===== config.mk =====
export PLATFORM = sky130hd
export DESIGN_NAME = lcd_ctrl
export DESIGN_NICKNAME = d
export VERILOG_FILES = /design/src/rtl/lcd_pkg.sv /design/src/rtl/lcd_timer.sv /design/src/rtl/lcd_ctrl.sv
export SDC_FILE = /design/constraint.sdc
export NUM_CORES = 1
export LEC_CHECK = 0
export ABC_AREA = 1
export BUFFER_PORTS_ARGS = -buffer_cell sky130_fd_sc_hd__buf_2
export CAP_MARGIN = 20
export CORE_MARGIN = 8
export CORE_UTILIZATION = 50
export CTS_CLUSTER_DIAMETER = 30
export DETAILED_ROUTE_END_ITERATION = 8
export PLACE_DENSITY = 0.73
export SYNTH_ARGS = -nofsm -noshare
export SYNTH_HDL_FRONTEND = slang
export SYNTH_SLANG_ARGS = --single-unit

===== constraint.sdc =====
create_clock -name i_clk -period 2.2 [get_ports i_clk]
set_input_delay 0.44 -clock i_clk [delete_from_list [all_inputs] [get_ports i_clk]]
set_output_delay 0.44 -clock i_clk [all_outputs]
set_load 0.02 [all_outputs]

===== src/rtl/lcd_pkg.sv =====
// Shared types and constants for the HD44780-style LCD controller:
// FSM states, power-up init ROM, IO word bit positions and long-command opcodes.
package lcd_pkg;

  typedef enum logic [2:0] {
    ST_PWRUP,
    ST_INIT,
    ST_IDLE,
    ST_SETUP,
    ST_PULSE,
    ST_HOLD,
    ST_WAIT
  } lcd_state_e;

  localparam int INIT_LEN   = 6;
  localparam int INIT_IDX_W = $clog2(INIT_LEN);

  // Entry 0 sits in the least significant byte, so index order equals send order.
  localparam logic [INIT_LEN-1:0][7:0] INIT_ROM = {8'h06, 8'h01, 8'h0C, 8'h38, 8'h38, 8'h38};

  localparam int LCD_ON = 31;
  localparam int LCD_RS = 10;
  localparam int LCD_RW = 9;
  localparam int LCD_EN = 8;

  localparam logic [7:0] CMD_CLEAR    = 8'h01;
  localparam logic [7:0] CMD_HOME     = 8'h02;
  localparam logic [7:0] CMD_HOME_ALT = 8'h03;

  function automatic logic isLongCmd(input logic rs, input logic [7:0] data);
    return !rs && ((data == CMD_CLEAR) || (data == CMD_HOME) || (data == CMD_HOME_ALT));
  endfunction

endpackage


===== src/rtl/lcd_timer.sv =====
// Loadable down-counter that stops at zero; o_zero marks the last cycle of a timed state.
module lcd_timer #(
  parameter int              W         = 8,
  parameter logic [W-1:0]    RESET_VAL = '0
) (
  input  logic         i_clk,
  input  logic         i_reset,
  input  logic         i_load,
  input  logic [W-1:0] i_val,
  output logic         o_zero
);

  logic [W-1:0] cnt_q;

  always_ff @(posedge i_clk or negedge i_reset) begin
    if (!i_reset) begin
      cnt_q <= RESET_VAL;
    end else if (i_load) begin
      cnt_q <= i_val;
    end else if (cnt_q != '0) begin
      cnt_q <= cnt_q - W'(1);
    end
  end

  assign o_zero = (cnt_q == '0);

endmodule


===== src/rtl/lcd_ctrl.sv =====
// HD44780-style character LCD controller: autonomous power-up init, then one
// command/data byte per valid/ready handshake with setup, enable, hold and exec timing.
module lcd_ctrl
  import lcd_pkg::*;
#(
  parameter int T_POWERUP = 750000,
  parameter int T_SETUP   = 4,
  parameter int T_PULSE   = 25,
  parameter int T_HOLD    = 4,
  parameter int T_EXEC    = 2000,
  parameter int T_CLEAR   = 82000
) (
  input  logic        i_clk,
  input  logic        i_reset,
  input  logic        i_req_vld,
  input  logic        i_req_rs,
  input  logic [7:0]  i_req_data,
  output logic        o_req_rdy,
  input  logic        i_lcd_on,
  output logic        o_init_done,
  output logic        o_busy,
  output logic [31:0] o_io_lcd
);

  if ((T_POWERUP < 1) || (T_SETUP < 1) || (T_PULSE < 1) ||
      (T_HOLD < 1) || (T_EXEC < 1) || (T_CLEAR < 1)) begin : g_bad_timing
    $error("lcd_ctrl: every timing parameter must be at least 1");
  end

  localparam int T_MAX_A = (T_POWERUP > T_CLEAR) ? T_POWERUP : T_CLEAR;
  localparam int T_MAX_B = (T_EXEC > T_PULSE) ? T_EXEC : T_PULSE;
  localparam int T_MAX_C = (T_SETUP > T_HOLD) ? T_SETUP : T_HOLD;
  localparam int T_MAX_D = (T_MAX_A > T_MAX_B) ? T_MAX_A : T_MAX_B;
  localparam int T_MAX   = (T_MAX_D > T_MAX_C) ? T_MAX_D : T_MAX_C;
  localparam int TW      = $clog2(T_MAX) + 1;

  localparam logic [TW-1:0] LD_PWRUP = TW'(T_POWERUP - 1);
  localparam logic [TW-1:0] LD_SETUP = TW'(T_SETUP - 1);
  localparam logic [TW-1:0] LD_PULSE = TW'(T_PULSE - 1);
  localparam logic [TW-1:0] LD_HOLD  = TW'(T_HOLD - 1);
  localparam logic [TW-1:0] LD_EXEC  = TW'(T_EXEC - 1);
  localparam logic [TW-1:0] LD_CLEAR = TW'(T_CLEAR - 1);

  localparam logic [INIT_IDX_W-1:0] LAST_IDX = INIT_IDX_W'(INIT_LEN - 1);
  localparam logic [INIT_IDX_W-1:0] IDX_ONE  = INIT_IDX_W'(1);

  lcd_state_e            state_q, state_d;
  logic [INIT_IDX_W-1:0] idx_q, idx_d;
  logic                  rs_q, rs_d;
  logic [7:0]            data_q, data_d;
  logic                  done_q, done_d;
  logic                  en_q, rdy_q, busy_q, on_q;
  logic                  tmrLoad, tmrZero;
  logic [TW-1:0]         tmrVal;

  lcd_timer #(
    .W         (TW),
    .RESET_VAL (LD_PWRUP)
  ) u_timer (
    .i_clk   (i_clk),
    .i_reset (i_reset),
    .i_load  (tmrLoad),
    .i_val   (tmrVal),
    .o_zero  (tmrZero)
  );

  always_comb begin
    state_d = state_q;
    idx_d   = idx_q;
    rs_d    = rs_q;
    data_d  = data_q;
    done_d  = done_q;
    tmrLoad = 1'b0;
    tmrVal  = '0;
    case (state_q)
      ST_PWRUP: if (tmrZero) state_d = ST_INIT;
      ST_IDLE: begin
        if (i_req_vld) begin
          state_d = ST_SETUP;
          rs_d    = i_req_rs;
          data_d  = i_req_data;
          tmrLoad = 1'b1;
          tmrVal  = LD_SETUP;
        end
      end
      ST_SETUP: begin
        if (tmrZero) begin
          state_d = ST_PULSE;
          tmrLoad = 1'b1;
          tmrVal  = LD_PULSE;
        end
      end
      ST_PULSE: begin
        if (tmrZero) begin
          state_d = ST_HOLD;
          tmrLoad = 1'b1;
          tmrVal  = LD_HOLD;
        end
      end
      ST_HOLD: begin
        if (tmrZero) begin
          state_d = ST_WAIT;
          tmrLoad = 1'b1;
          tmrVal  = isLongCmd(rs_q, data_q) ? LD_CLEAR : LD_EXEC;
        end
      end
      ST_WAIT: begin
        if (tmrZero) begin
          if (done_q) begin
            state_d = ST_IDLE;
          end else if (idx_q == LAST_IDX) begin
            done_d  = 1'b1;
            state_d = ST_IDLE;
          end else begin
            idx_d   = idx_q + IDX_ONE;
            state_d = ST_INIT;
          end
        end
      end
      default: state_d = ST_INIT;
    endcase
    // INIT is resolved in the same cycle it is chosen, so the ROM byte's setup window starts at once.
    if (state_d == ST_INIT) begin
      state_d = ST_SETUP;
      rs_d    = 1'b0;
      data_d  = INIT_ROM[idx_d];
      tmrLoad = 1'b1;
      tmrVal  = LD_SETUP;
    end
  end

  always_ff @(posedge i_clk or negedge i_reset) begin
    if (!i_reset) begin
      state_q <= ST_PWRUP;
      idx_q   <= '0;
      rs_q    <= 1'b0;
      data_q  <= '0;
      done_q  <= 1'b0;
      en_q    <= 1'b0;
      rdy_q   <= 1'b0;
      busy_q  <= 1'b0;
      on_q    <= 1'b0;
    end else begin
      state_q <= state_d;
      idx_q   <= idx_d;
      rs_q    <= rs_d;
      data_q  <= data_d;
      done_q  <= done_d;
      en_q    <= (state_d == ST_PULSE);
      rdy_q   <= (state_d == ST_IDLE);
      busy_q  <= (state_d != ST_IDLE);
      on_q    <= i_lcd_on;
    end
  end

  always_comb begin
    o_io_lcd         = '0;
    o_io_lcd[LCD_ON] = on_q;
    o_io_lcd[LCD_RS] = rs_q;
    o_io_lcd[LCD_RW] = 1'b0;
    o_io_lcd[LCD_EN] = en_q;
    o_io_lcd[7:0]    = data_q;
  end

  assign o_req_rdy   = rdy_q;
  assign o_init_done = done_q;
  assign o_busy      = busy_q;

endmodule


==> flow_summary.ini <==
[yosys]
synth.distinct_cells = 28
synth.largest_area_cell = dfrtp_1
synth-seq-cells = 41
syn-instance-count = 337
avgSynthCellArea_um2 = 7.626
synthTopCellsByArea = dfrtp_1 27%, dfstp_2 13%, nand2_1 12%, buf_4 7.3%, nor2_1 6.9%
ys_seq_area_share_pct = 40.56
synth_warnings = 0
syn_area_mm2 = 0.002570
synth.top_cell.area_share_pct = 27.26

[cells_and_area]
diodes = 0
regArea_mm2 = 0.001042
instances_no_fill = 456
multi_input_area_mm2 = 0.001279
fin_nets = 401
drive_above_1_share_pct = 26.42
fillCellCount = 463
stdcell_area_mm2 = 0.002998
syn2layout_area_growth_pct = 16.65

[cts]
clkLatencyLatePin_ns = 0.30
htreeDepth = 2
cts.sink_count = 41
tritoncts = built
numCtsBuffers = 5
clk_pin_slew_ns = 0.08
cts_hold_buf = 0
cts.path.max_buffers = 2
cts_root_buffer = clkbuf_8

[detailed_routing]
drc = 0
ant_nets = 0
via_per_inst = 4.820
vias = 2198
routed_wl_mm = 5.601
first_pass_iters = 4
wl_per_cell_um = 12.28
drt-initial-drc-count = 155

[sta]
setup_viol = 0
fin_crit_ns = 2.131
skew_ns = 0.01007
drv_slew = 0
slew_headroom_pct = 65.32
hold_viol = 0
rsz0062_at_grt = yes
max_freq_mhz = 469.2
period_share_pct = 96.89
fin_tns_setup_ns = 0
worst_slew_pin_slew_ns = 0.5202
fin_ws_ns = 0.06851

[critical_path]
end_kind = flip-flop
worstSetupPathType = reg2reg
crit_arrival_ns = 2.34
required_ns = 2.41
critPathLaunchType = flip-flop
critPathMaxFanout = 8

[placement]
pre_cts_slack_ns = -0.01028
place_inst = 436
numPortBuffers = 26
dp.final_hpwl_mm = 4.074
placed_cell_area_mm2 = 0.002730
place_congestion = 0.8632

[global_routing]
first_global_vias = 2081
grt.busiest_layer = met2
gr-usage-met2_pct = 24.72
met1_usage_pct = 17.68
met3_usage_pct = 4.503
track_usage_pct = 14.97
grt_max_degree = 42
antenna_found_initial = 0
gr-total-overflow = 0
grt_pass1_wl_mm = 9.018

[die]
die_h_um = 87.70
core_mm2 = 0.005042
dieArea_mm2 = 0.007690
ios = 48
fp.dieW_um = 87.70
rows = 26
initial_core_util_pct = 50.97

[power_and_ir_drop]
p_leak_uw = 0.001515
worst_ir_drop_vdd_mv = 0.3756
power_density_mw_per_mm2 = 483.3
p_total_uw = 1449

[hold_path]
hp-class = in2async

[job]
maxCapViolCount = 0

[outcome]
outcome = finished clean
-- per-layer routing --
metal  wire [um]  share of wire, %
met1        2408                43
met2        2604                46
met3         488               8.7
met4         100               1.8
met5           0                 0
-- sequential cells by signal, summed over array words and instances, names as in the netlist --
register	flops
u_timer.cnt_q	21
data_q	8
idx_q	3
state_q	3
en_q	1
o_busy	1
o_init_done	1
o_req_rdy	1
on_q	1
rs_q	1
-- final timing paths --
path | cells after the start | endpoint | slack [ns] | from
setup / recovery | 13 | data_q[0] | 0.07 | u_timer.cnt_q[0]
hold / removal | 2 | idx_q[2] | 0.20 | i_reset
setup reg to reg | 13 | data_q[0] | 0.07 | u_timer.cnt_q[0]
hold reg to reg | 2 | data_q[3] | 0.52 | data_q[3]
max in group asynchronous | 2 | u_timer.cnt_q[8] | 1.62 | i_reset
min in group i_clk | 1 | on_q | 0.25 | i_lcd_on
-- metrics by stage --
step / hold WS (ns) / util [%]
final: 0.1986 / 59.45
after global routing: 0.2458 / 59.45
after CTS: 0.2132 / 56.60
after detailed placement: 0.5058 / 54.14
after global placement: 0.4872 / 54.14
after floorplan: 0.1444 / -
-- cell type report --
| cell class | count | share of cell area, % |
|---|---|---|
| repair buffers | 48 | 10.02 |
| clock inverters | 1 | 1.002 |
| flip-flops and latches | 41 | 34.77 |
| multi-input cells | 243 | 42.65 |
| well taps | 70 | 2.922 |
| clock buffers | 7 | 2.880 |
| inverters | 46 | 5.760 |
-- placed cells by master, fill, tap and decap left out, types with 4 or more instances in the layout --
cell type	count
nand2_1	80
inv_1	43
nor2_1	43
dfrtp_1	28
buf_2	27
nand3_1	21
conb_1	21
buf_4	19
dfstp_2	13
xnor2_1	12
o21ai_1	8
nor3_1	8
nor2_2	7
nand2_2	6
xor2_1	6
clkbuf_8	6
nor2_4	5
o21ai_0	4
-- where the power goes --
| group | internal (uW) | total [uW] | leakage (uW) | switching, uW |
|---|---|---|---|---|
| registers | 755 | 756 | 0.000452 | 0.235 |
| logic | 11.6 | 65.3 | 0.00100 | 53.7 |
| clock network | 370 | 628 | 0.0000585 | 258 |
-- what timing repair did --
item,in CTS,in global routing
gates resized for setup,1,16
pin swaps,1,11
setup buffers,0,10
gates cloned,0,2
setup endpoints to repair,2,30
-- cells by family after synthesis --
kind of cell / after synthesis / share of synthesized area [%]
AO/OA/AOI/OAI: 13 / 2.532
XOR/XNOR: 18 / 6.134
adder cells (fa/ha/maj): 3 / 1.461
buffers and inverters: 74 / 15.09
flip-flops: 41 / 40.56
other: 1 / 0.1459
AND/OR/NAND/NOR: 187 / 34.08
-- cells in the mapped netlist --
cell type and instances:
nor3_2 1, xor2_1 6, ha_1 3, inv_1 44, inv_2 2, buf_6 2, xnor2_1 12, nor4_1 3
nand3b_1 1, buf_4 25, nand2_2 4, nor2_4 5, dfrtp_1 28, conb_1 1, o21ai_1 9, nor2_1 47
nor3_4 1, nor2_2 3, nor3_1 8, nand2_1 84, nand4_1 3, o21ai_0 4, nand3_4 2, or2_2 2
dfstp_2 13, nand3_2 2, nand3_1 21, buf_2 1
-- worst max-delay path, cell delays in order, from the launching register on --
cell and delay [ns]:
dfstp_2 0.37, inv_1 0.10, ha_4 0.16, nand2_4 0.06, nor2_4 0.18, nand3_4 0.16, nor2_2 0.28, nor2_2 0.14
nand3_4 0.16, nand2_2 0.14, inv_2 0.13, nand2_1 0.06, nand2_1 0.06, inv_1 0.04
Power figures use the tool's default switching activity.
